$ cat src/rtl/branch_update_queue_pkg.sv
// rtl/branch_update_queue_pkg.sv - shared types and defaults for the branch update queue
package branch_update_queue_pkg;

  localparam int DEPTH_WIDTH_DEFAULT    = 4;
  localparam int RECOVER_CYCLES_DEFAULT = 2;

  typedef struct packed {
    logic [31:0] addr;
    logic        pred_taken;
    logic [31:0] alt_pc;
  } entry_t;

  typedef enum logic {
    NORMAL  = 1'b0,
    RECOVER = 1'b1
  } state_t;

endpackage

$ cat src/rtl/branch_entry_fifo.sv
// rtl/branch_entry_fifo.sv - circular buffer of predicted branches with push/pop/clear
module branch_entry_fifo
  import branch_update_queue_pkg::*;
#(
  parameter int DEPTH_WIDTH = DEPTH_WIDTH_DEFAULT
) (
  input  logic                 clk,
  input  logic                 rst_n,
  input  logic                 push,
  input  entry_t               push_entry,
  input  logic                 pop,
  input  logic                 clear,
  output entry_t               head_entry,
  output logic [DEPTH_WIDTH:0] count
);

  localparam int DEPTH = 1 << DEPTH_WIDTH;
  localparam logic [DEPTH_WIDTH-1:0] PTR_ONE = 1;
  localparam logic [DEPTH_WIDTH:0]   CNT_ONE = 1;

  entry_t                 mem [DEPTH];
  logic [DEPTH_WIDTH-1:0] head;
  logic [DEPTH_WIDTH-1:0] tail;
  logic [DEPTH_WIDTH-1:0] head_nxt;

  assign head_nxt   = pop ? head + PTR_ONE : head;
  assign head_entry = mem[head];

  always_ff @(posedge clk) begin
    if (push) mem[tail] <= push_entry;
  end

  // Clearing collapses tail onto the post-pop head so a popped mispredicted branch is also gone.
  always_ff @(posedge clk or negedge rst_n) begin
    if (!rst_n) begin
      head  <= '0;
      tail  <= '0;
      count <= '0;
    end else if (clear) begin
      head  <= head_nxt;
      tail  <= head_nxt;
      count <= '0;
    end else begin
      head <= head_nxt;
      if (push) tail <= tail + PTR_ONE;
      case ({push, pop})
        2'b10:   count <= count + CNT_ONE;
        2'b01:   count <= count - CNT_ONE;
        default: count <= count;
      endcase
    end
  end

endmodule

$ cat src/rtl/branch_update_queue.sv
// rtl/branch_update_queue.sv - in-order predicted-branch queue driving predictor training
module branch_update_queue
  import branch_update_queue_pkg::*;
#(
  parameter int DEPTH_WIDTH    = DEPTH_WIDTH_DEFAULT,
  parameter int RECOVER_CYCLES = RECOVER_CYCLES_DEFAULT
) (
  input  logic                 clockIn,
  input  logic                 resetIn,
  input  logic                 pushValid,
  input  logic [31:0]          pushAddr,
  input  logic                 pushPredTaken,
  input  logic [31:0]          pushAltPc,
  output logic                 pushReady,
  input  logic                 resolveValid,
  input  logic                 resolveTaken,
  input  logic                 flushIn,
  output logic                 updateValid,
  output logic [31:0]          updateInstr,
  output logic                 taken,
  output logic                 mispredict,
  output logic [31:0]          redirectPc,
  output logic [DEPTH_WIDTH:0] count
);

  localparam int DEPTH = 1 << DEPTH_WIDTH;
  localparam logic [DEPTH_WIDTH:0] DEPTH_CNT    = DEPTH[DEPTH_WIDTH:0];
  localparam logic [3:0]           RECOVER_LOAD = RECOVER_CYCLES[3:0];
  localparam logic [3:0]           RCNT_ONE     = 4'd1;

  state_t     state, state_nxt;
  logic [3:0] rcnt, rcnt_nxt;
  logic       ready_en;
  entry_t     head_entry;
  entry_t     push_entry;
  logic       resolve_fire;
  logic       mis;
  logic       push_fire;

  assign push_entry   = '{addr: pushAddr, pred_taken: pushPredTaken, alt_pc: pushAltPc};
  assign resolve_fire = resolveValid && (count != '0);
  // A flush owns the redirect, so a same-cycle wrong prediction only trains.
  assign mis          = resolve_fire && (resolveTaken != head_entry.pred_taken) && !flushIn;
  assign pushReady    = ready_en && (state == NORMAL) && (count < DEPTH_CNT);
  assign push_fire    = pushValid && pushReady && !flushIn && !mis;

  branch_entry_fifo #(.DEPTH_WIDTH(DEPTH_WIDTH)) u_fifo (
    .clk        (clockIn),
    .rst_n      (resetIn),
    .push       (push_fire),
    .push_entry (push_entry),
    .pop        (resolve_fire),
    .clear      (flushIn || mis),
    .head_entry (head_entry),
    .count      (count)
  );

  always_ff @(posedge clockIn or negedge resetIn) begin
    if (!resetIn) begin
      state    <= NORMAL;
      rcnt     <= '0;
      ready_en <= 1'b0;
    end else begin
      state    <= state_nxt;
      rcnt     <= rcnt_nxt;
      ready_en <= 1'b1;
    end
  end

  always_comb begin
    state_nxt = state;
    rcnt_nxt  = rcnt;
    case (state)
      NORMAL: begin
        if (flushIn || mis) begin
          state_nxt = RECOVER;
          rcnt_nxt  = RECOVER_LOAD;
        end
      end
      RECOVER: begin
        if (flushIn) begin
          rcnt_nxt = RECOVER_LOAD;
        end else begin
          rcnt_nxt = rcnt - RCNT_ONE;
          if (rcnt_nxt == '0) state_nxt = NORMAL;
        end
      end
      default: state_nxt = NORMAL;
    endcase
  end

  always_ff @(posedge clockIn or negedge resetIn) begin
    if (!resetIn) begin
      updateValid <= 1'b0;
      updateInstr <= '0;
      taken       <= 1'b0;
      mispredict  <= 1'b0;
      redirectPc  <= '0;
    end else begin
      updateValid <= resolve_fire;
      mispredict  <= mis;
      if (resolve_fire) begin
        updateInstr <= head_entry.addr;
        taken       <= resolveTaken;
      end
      if (mis) redirectPc <= head_entry.alt_pc;
    end
  end

endmodule

$ cat config.mk
export PLATFORM = sky130hd
export DESIGN_NAME = branch_update_queue
export DESIGN_NICKNAME = d
export VERILOG_FILES = /design/src/rtl/branch_update_queue_pkg.sv /design/src/rtl/branch_entry_fifo.sv /design/src/rtl/branch_update_queue.sv
export SDC_FILE = /design/constraint.sdc
export NUM_CORES = 1
export LEC_CHECK = 0
export ABC_AREA = 1
export CORE_MARGIN = 5
export CORE_UTILIZATION = 40
export CTS_CLUSTER_DIAMETER = 60
export CTS_CLUSTER_SIZE = 20
export DETAILED_ROUTE_END_ITERATION = 12
export SLEW_MARGIN = 20
export SYNTH_ARGS = -nofsm -noshare
export SYNTH_HDL_FRONTEND = slang
export SYNTH_HIERARCHICAL = 1
export SYNTH_SLANG_ARGS = --single-unit
$ cat constraint.sdc
create_clock -name clockIn -period 7 [get_ports clockIn]
set_input_delay 0.7 -clock clockIn [delete_from_list [all_inputs] [get_ports clockIn]]
set_output_delay 0.7 -clock clockIn [all_outputs]
set_load 0.01 [all_outputs]
==> results of run 1 <==
[placed cells by master, fill, tap and decap left out, types with 82 or more instances in the layout]
master | Yosys | routed
o21ai_1 | 138 | 138
clkdlybuf4s50_1 | 0 | 142
o211ai_1 | 261 | 261
dfrtp_1 | 86 | 82
clkbuf_16 | 0 | 98
inv_1 | 552 | 550
nand2_1 | 568 | 568
o21ai_0 | 129 | 129
nand3_1 | 402 | 402
edfxtp_1 | 1040 | 1040
a21oi_1 | 261 | 261
[logic make-up (layout without fill, tap and decap cells)]
family | Yosys count | count (layout)
xor+xnor | 8 | 8
buf+inv | 786 | 924
compound gates | 793 | 793
flops | 1126 | 1126
fa+ha+maj | 9 | 9
simple gates | 1008 | 1008
other cells | 1 | 3
[routing by layer]
layer | routed length, µm | part of all wire, %
met1 | 49810 | 45
met2 | 51080 | 47
met3 | 6561 | 6.0
met4 | 2093 | 1.9
met5 | 12 | 0.011
[worst min-delay path by stage]
| stage | from | slack (ps) | to |
|---|---|---|---|
| floorplan | resetIn | 400 | mispredict |
| global placement | redirectPc[12] | 460 | redirectPc[12] |
| detailed placement | redirectPc[12] | 460 | redirectPc[12] |
| CTS | resetIn | 140 | mispredict |
| global route | resetIn | 180 | mispredict |
| finish | resetIn | 140 | mispredict |
[critical path, stage by stage, from the launching register on]
cell	delay [ps]
dfrtp_4	800
buf_4	780
nand3_1	160
nand3_1	160
nand2_1	90
nand2_1	90
nand2_2	70
nand3_1	180
nand2_1	230
nor2_1	560
nand2_1	410
nor2_4	710
buf_4	610
[stage by stage]
step / hold WS [ps] / cell area (µm²) / instances
after floorplan: 404.4 / 46050 / 3731
after global placement: 461.6 / 48580 / 5205
after detailed placement: 464.3 / 48580 / 5205
after CTS: 137.2 / 51880 / 5381
after global routing: 185.0 / 51900 / 5382
final: 143.9 / 51910 / 5383
[power by group through the flow]
stage	combinational, mW	sequential [mW]	clock, mW
final	5.76	7.96	5.56
after CTS	5.82	7.96	5.70
after global placement	5.76	8.10	0
after floorplan	4.31	7.94	0
after detailed placement	5.80	8.10	0
after global routing	6.45	8.01	5.97
[final cells by class]
cell class / count / area, µm² / area share [%]
clock inverters: 72 / 818.3 / 1.576
clock buffers: 104 / 2485 / 4.787
inverters: 555 / 2095 / 4.035
flip-flops and latches: 1126 / 33400 / 64.34
repair buffers: 193 / 1936 / 3.729
well taps: 1512 / 1892 / 3.645
diodes: 2 / 5.005 / 0.009642
multi-input cells: 1819 / 9279 / 17.88
[state kept, by name, summed over array words and instances (netlist names)]
register	flops
ready_en	1
u_fifo/head	4
u_fifo/count	5
state	1
updateInstr	32
rcnt	4
u_fifo/tail	4
u_fifo/mem	1040
mispredict	1
redirectPc	32
updateValid	1
taken	1
==> results.json, run 1 <==
{
  "finalHoldViolCount": 0,
  "syn-mean-instance-area_um2": 12.34,
  "required_ps": 7300,
  "fp.dieW_um": 349.3,
  "fin_util_pct": 45.39,
  "status": "complete, no violations",
  "grt_max_degree": 245,
  "gr-total-overflow": 0,
  "fin_tns_setup_ps": 0,
  "start_kind": "register",
  "cp-end-kind": "register",
  "initial_core_util_pct": 40.27,
  "via_per_inst": 5.149,
  "netlist_area_um2": 46050,
  "rrSetupSlack_ps": 1620,
  "gr-usage-met1_pct": 25.49,
  "die_area_um2": 122000,
  "dr.first_iter.drc_count": 2308,
  "synthDominantCellAreaShare_pct": 67.82,
  "setup_viol": 0,
  "finalClockSkew_ps": 26.98,
  "r2r_end": "u_fifo/mem[1][6]",
  "clk_path_buf_depth": 3,
  "dr.pass1.iters": 5,
  "nFillCells": 10200,
  "p_int_mw": 12.34,
  "fmax_ghz": 0.1860,
  "min_path_type": "input port to asynchronous set/reset pin",
  "cts_tree": "yes",
  "busiest_layer": "met2",
  "synth-simple-area-share_pct": 9.428,
  "report.final.slew_viol_count": 0,
  "globalplace.congestion": 0.7661,
  "synth_fa_ha_area_share_pct": 0.2445,
  "max_slew_margin_pct": 23.52,
  "clk_pin_slew_worst_paths_ps": 70,
  "post_synth_num_cell_types": 32,
  "area_growth_pct": 12.72,
  "design_power_total_mw": 19.28,
  "boundaryPins": 144,
  "final_nets": 3869,
  "yosys.area.top_type": "edfxtp_1",
  "cts-htree-levels": 3,
  "synth_edf_count": 1040,
  "r2r_cells": 12,
  "die_y_um": 349.3,
  "p_switching_mw": 6.941,
  "power.static_leakage_nw": 19.11,
  "period_share_pct": 76.80,
  "core_area_um2": 114300,
  "pre_cts_ws_ps": 1705,
  "p_seq_share_pct": 41.3,
  "synth_top_family_by_area": "compound AO/OA/AOI/OAI gates",
  "syn-instance-count": 3731,
  "seq_area_frac_synth_pct": 72.49,
  "fin_ws_ps": 1624,
  "p_sw_share_pct": 36.00,
  "ctsResizeCount": 0,
  "route.detailed.drc": 0,
  "port_buffers": 143,
  "endpoint": "u_fifo/mem[1][6]",
  "cap_viol_max_count": 0,
  "yosys_warnings": 6,
  "grt_usage_pct": 17.57,
  "synth_commonest_cells": "1040 x edfxtp_1, 568 x nand2_1, 552 x inv_1, 402 x nand3_1",
  "cts_root_buf": "clkbuf_16",
  "clk_latency_ps": 670,
  "ir_drop_uv": 344.8,
  "grtUsageMet2_pct": 27.77,
  "muxShareOfSynthArea_pct": 0,
  "rows": 124,
  "cts_made_buffers": 94,
  "clkPwrFrac_pct": 28.9,
  "dp_hpwl_um": 58100,
  "r2r-start": "u_fifo/head[2]",
  "ant_nets": 0,
  "cp_data_arrival_time_ps": 5670,
  "synth_xor_xnor_area_share_pct": 0.1522,
  "rsz0062_at_grt": "no",
  "met3_usage_pct": 3.027,
  "antenna_found_initial": 8,
  "path_class": "register to register",
  "power_density_nw_per_um2": 371.5,
  "grt_pass1_vias": 26280,
  "worst_pin_slew_ps": 1144,
  "cts_hold_buf": 0,
  "yosysMostFrequentCell": "edfxtp_1",
  "drive_above_1_share_pct": 6.462,
  "cts_sinks": 1126,
  "critPathMaxFanout": 54,
  "post-cts-setup-buffer-count": 0,
  "synth_nets": 3811,
  "synth_flop_cell": "edfxtp_1",
  "drt-wirelength-per-cell_um": 20.35,
  "synthTopCellsByArea": "edfxtp_1 68%, dfrtp_1 4.7%, nand2_1 4.6%, inv_1 4.5%, nand3_1 4.4%",
  "grt_first_pass_wirelength_um": 166100,
  "fin_crit_ps": 5376,
  "async_flop_share_pct": 7.638,
  "synth_compound_area_share_pct": 10.06,
  "combinationalPowerShare_pct": 29.9,
  "cp-startpoint": "u_fifo/head[2]",
  "ys_ff_latch": 1126,
  "routed_wl_um": 109600,
  "num_vias": 27720
}
Power figures use the tool's default switching activity.
==> inputs of run 2 (changes only) <==
==> constraint.sdc (replaced) <==
create_clock -name clockIn -period 5.21 [get_ports clockIn]
set_input_delay 0.521 -clock clockIn [delete_from_list [all_inputs] [get_ports clockIn]]
set_output_delay 0.521 -clock clockIn [all_outputs]
set_load 0.01 [all_outputs]
==> results.json, run 2 (synthesized netlist as in run 1, its figures left out) <==
{
  "seq_area_um2": 33400,
  "grt_pass1_vias": 26400,
  "ir_drop_uv": 600.9,
  "finalClockSkew_ps": 31.16,
  "port_buffers": 143,
  "antenna_found_initial": 8,
  "rows": 124,
  "multi_input_area_um2": 9279,
  "power_density_nw_per_um2": 491.3,
  "required_ps": 5550,
  "fin_crit_ps": 4021,
  "route.detailed.drc": 0,
  "worst_pin_slew_ps": 1290,
  "boundaryPins": 144,
  "gr-total-overflow": 0,
  "via_per_inst": 5.148,
  "grt_max_degree": 260,
  "cts_tree": "yes",
  "report.final.slew_viol_count": 0,
  "final_cell_mix": "1040 x edfxtp_1, 568 x nand2_1, 550 x inv_1",
  "path_class": "register to register",
  "rsz0062_at_grt": "no",
  "clk_pin_slew_worst_paths_ps": 80,
  "drive_above_1_share_pct": 6.442,
  "nFillCells": 10200,
  "max_slew_margin_pct": 14.02,
  "design_power_total_mw": 25.45,
  "p_int_mw": 16.31,
  "cp_data_arrival_time_ps": 4360,
  "initial_core_util_pct": 40.27,
  "post-cts-setup-buffer-count": 0,
  "r2r_cells": 13,
  "p_seq_share_pct": 41.6,
  "finalHoldViolCount": 0,
  "final_common_cell": "edfxtp_1",
  "critPathMaxFanout": 38,
  "cts_root_buf": "clkbuf_16",
  "fp.dieW_um": 349.3,
  "die_area_um2": 122000,
  "ant_nets": 0,
  "fin_tns_setup_ps": 0,
  "power.static_leakage_nw": 19.06,
  "status": "complete, no violations",
  "top_regs": "u_fifo/mem: 1040 flops, redirectPc: 32 flops, updateInstr: 32 flops",
  "fin_ws_ps": 1189,
  "combinationalPowerShare_pct": 30.7,
  "num_vias": 27700,
  "routed_wl_um": 109200,
  "cp-startpoint": "u_fifo/head[2]",
  "drt-wirelength-per-cell_um": 20.28,
  "clk_latency_ps": 670,
  "p_switching_mw": 9.137,
  "cts-htree-levels": 3,
  "period_share_pct": 77.18,
  "clk_path_buf_depth": 3,
  "setup_viol": 0,
  "r2r-start": "u_fifo/head[2]",
  "dp_hpwl_um": 56010,
  "fmax_ghz": 0.2487,
  "start_kind": "register",
  "clkPwrFrac_pct": 27.7,
  "grt_first_pass_wirelength_um": 165800,
  "globalplace.congestion": 0.7481,
  "largest_reg_flops": 1040,
  "cts_sinks": 1126,
  "pre_cts_ws_ps": 1173,
  "cp-end-kind": "register",
  "dr.pass1.iters": 5,
  "rrSetupSlack_ps": 1190,
  "regMostFlops": "u_fifo/mem",
  "p_sw_share_pct": 35.90,
  "cap_viol_max_count": 0,
  "cts_made_buffers": 90,
  "final_nets": 3871,
  "core_area_um2": 114300,
  "r2r_end": "u_fifo/mem[9][51]",
  "min_path_type": "input port to asynchronous set/reset pin",
  "area_growth_pct": 12.47,
  "die_y_um": 349.3,
  "grt_usage_pct": 17.62,
  "dr.first_iter.drc_count": 2532,
  "endpoint": "u_fifo/mem[9][51]"
}
## run 2: routing by layer
metal	vias to the layer above	global-route usage [%]	routed length, µm
met5	-	0	12
met4	2	4.563	2060
met3	131	2.734	6124
met2	687	28.14	51350
met1	13670	25.43	49620
li1	13210	-	-
## run 2: critical path, cell delays in order (launching register included)
cell     delay, ps
dfrtp_4        650
inv_6          390
nand3_1        140
nand3_1         90
nand2_1        130
nand2_1        110
nand2_2         70
nand3_1        180
nand2_1        240
nor2_1         150
buf_4          180
nand2_1        250
nor2_4         640
buf_4          390
## run 2: repair_timing
item	4_1_cts	5_1_grt
hold buffers	1	0
hold endpoints to repair	25	0
gates resized for setup	0	0
## run 2: worst min path at each step
stage | slack [ps] | to | cells after the start | startpoint
after floorplan | 230 | mispredict | 0 | resetIn
after global placement | 460 | redirectPc[14] | 2 | redirectPc[14]
after detailed placement | 470 | redirectPc[0] | 2 | redirectPc[0]
after CTS | 330 | mispredict | 2 | resetIn
after global routing | 350 | mispredict | 2 | resetIn
final | 350 | mispredict | 2 | resetIn
## run 2: metrics by stage
stage          area, µm²  utilization (%)  hold slack, ps  instances
6_report           51790            45.30           352.6       5382
5_1_grt            51790            45.29           352.3       5379
4_1_cts            51780            45.28           325.5       5377
3_5_place_dp       48730            42.61           465.8       5210
3_3_place_gp       48730            42.61           463.0       5210
2_1_floorplan      46050                -           225.4       3731
## run 2: power by group through the flow
stage          Sequential [mW]  Combinational [mW]  Clock (mW)
2_1_floorplan             10.7                5.79           0
3_3_place_gp              10.8                7.84           0
3_5_place_dp              10.8                7.87           0
4_1_cts                   10.6                7.90        7.25
5_1_grt                   10.7                8.75        7.59
6_report                  10.6                7.80        7.06
## run 2: cell type report
type                    instances  area share [%]
flip-flops and latches       1126           64.48
multi-input cells            1819           17.92
clock buffers                  95           4.467
inverters                     555           4.042
repair buffers                199           4.017
well taps                    1512           3.653
clock inverters                71           1.401
diodes                          5         0.02416
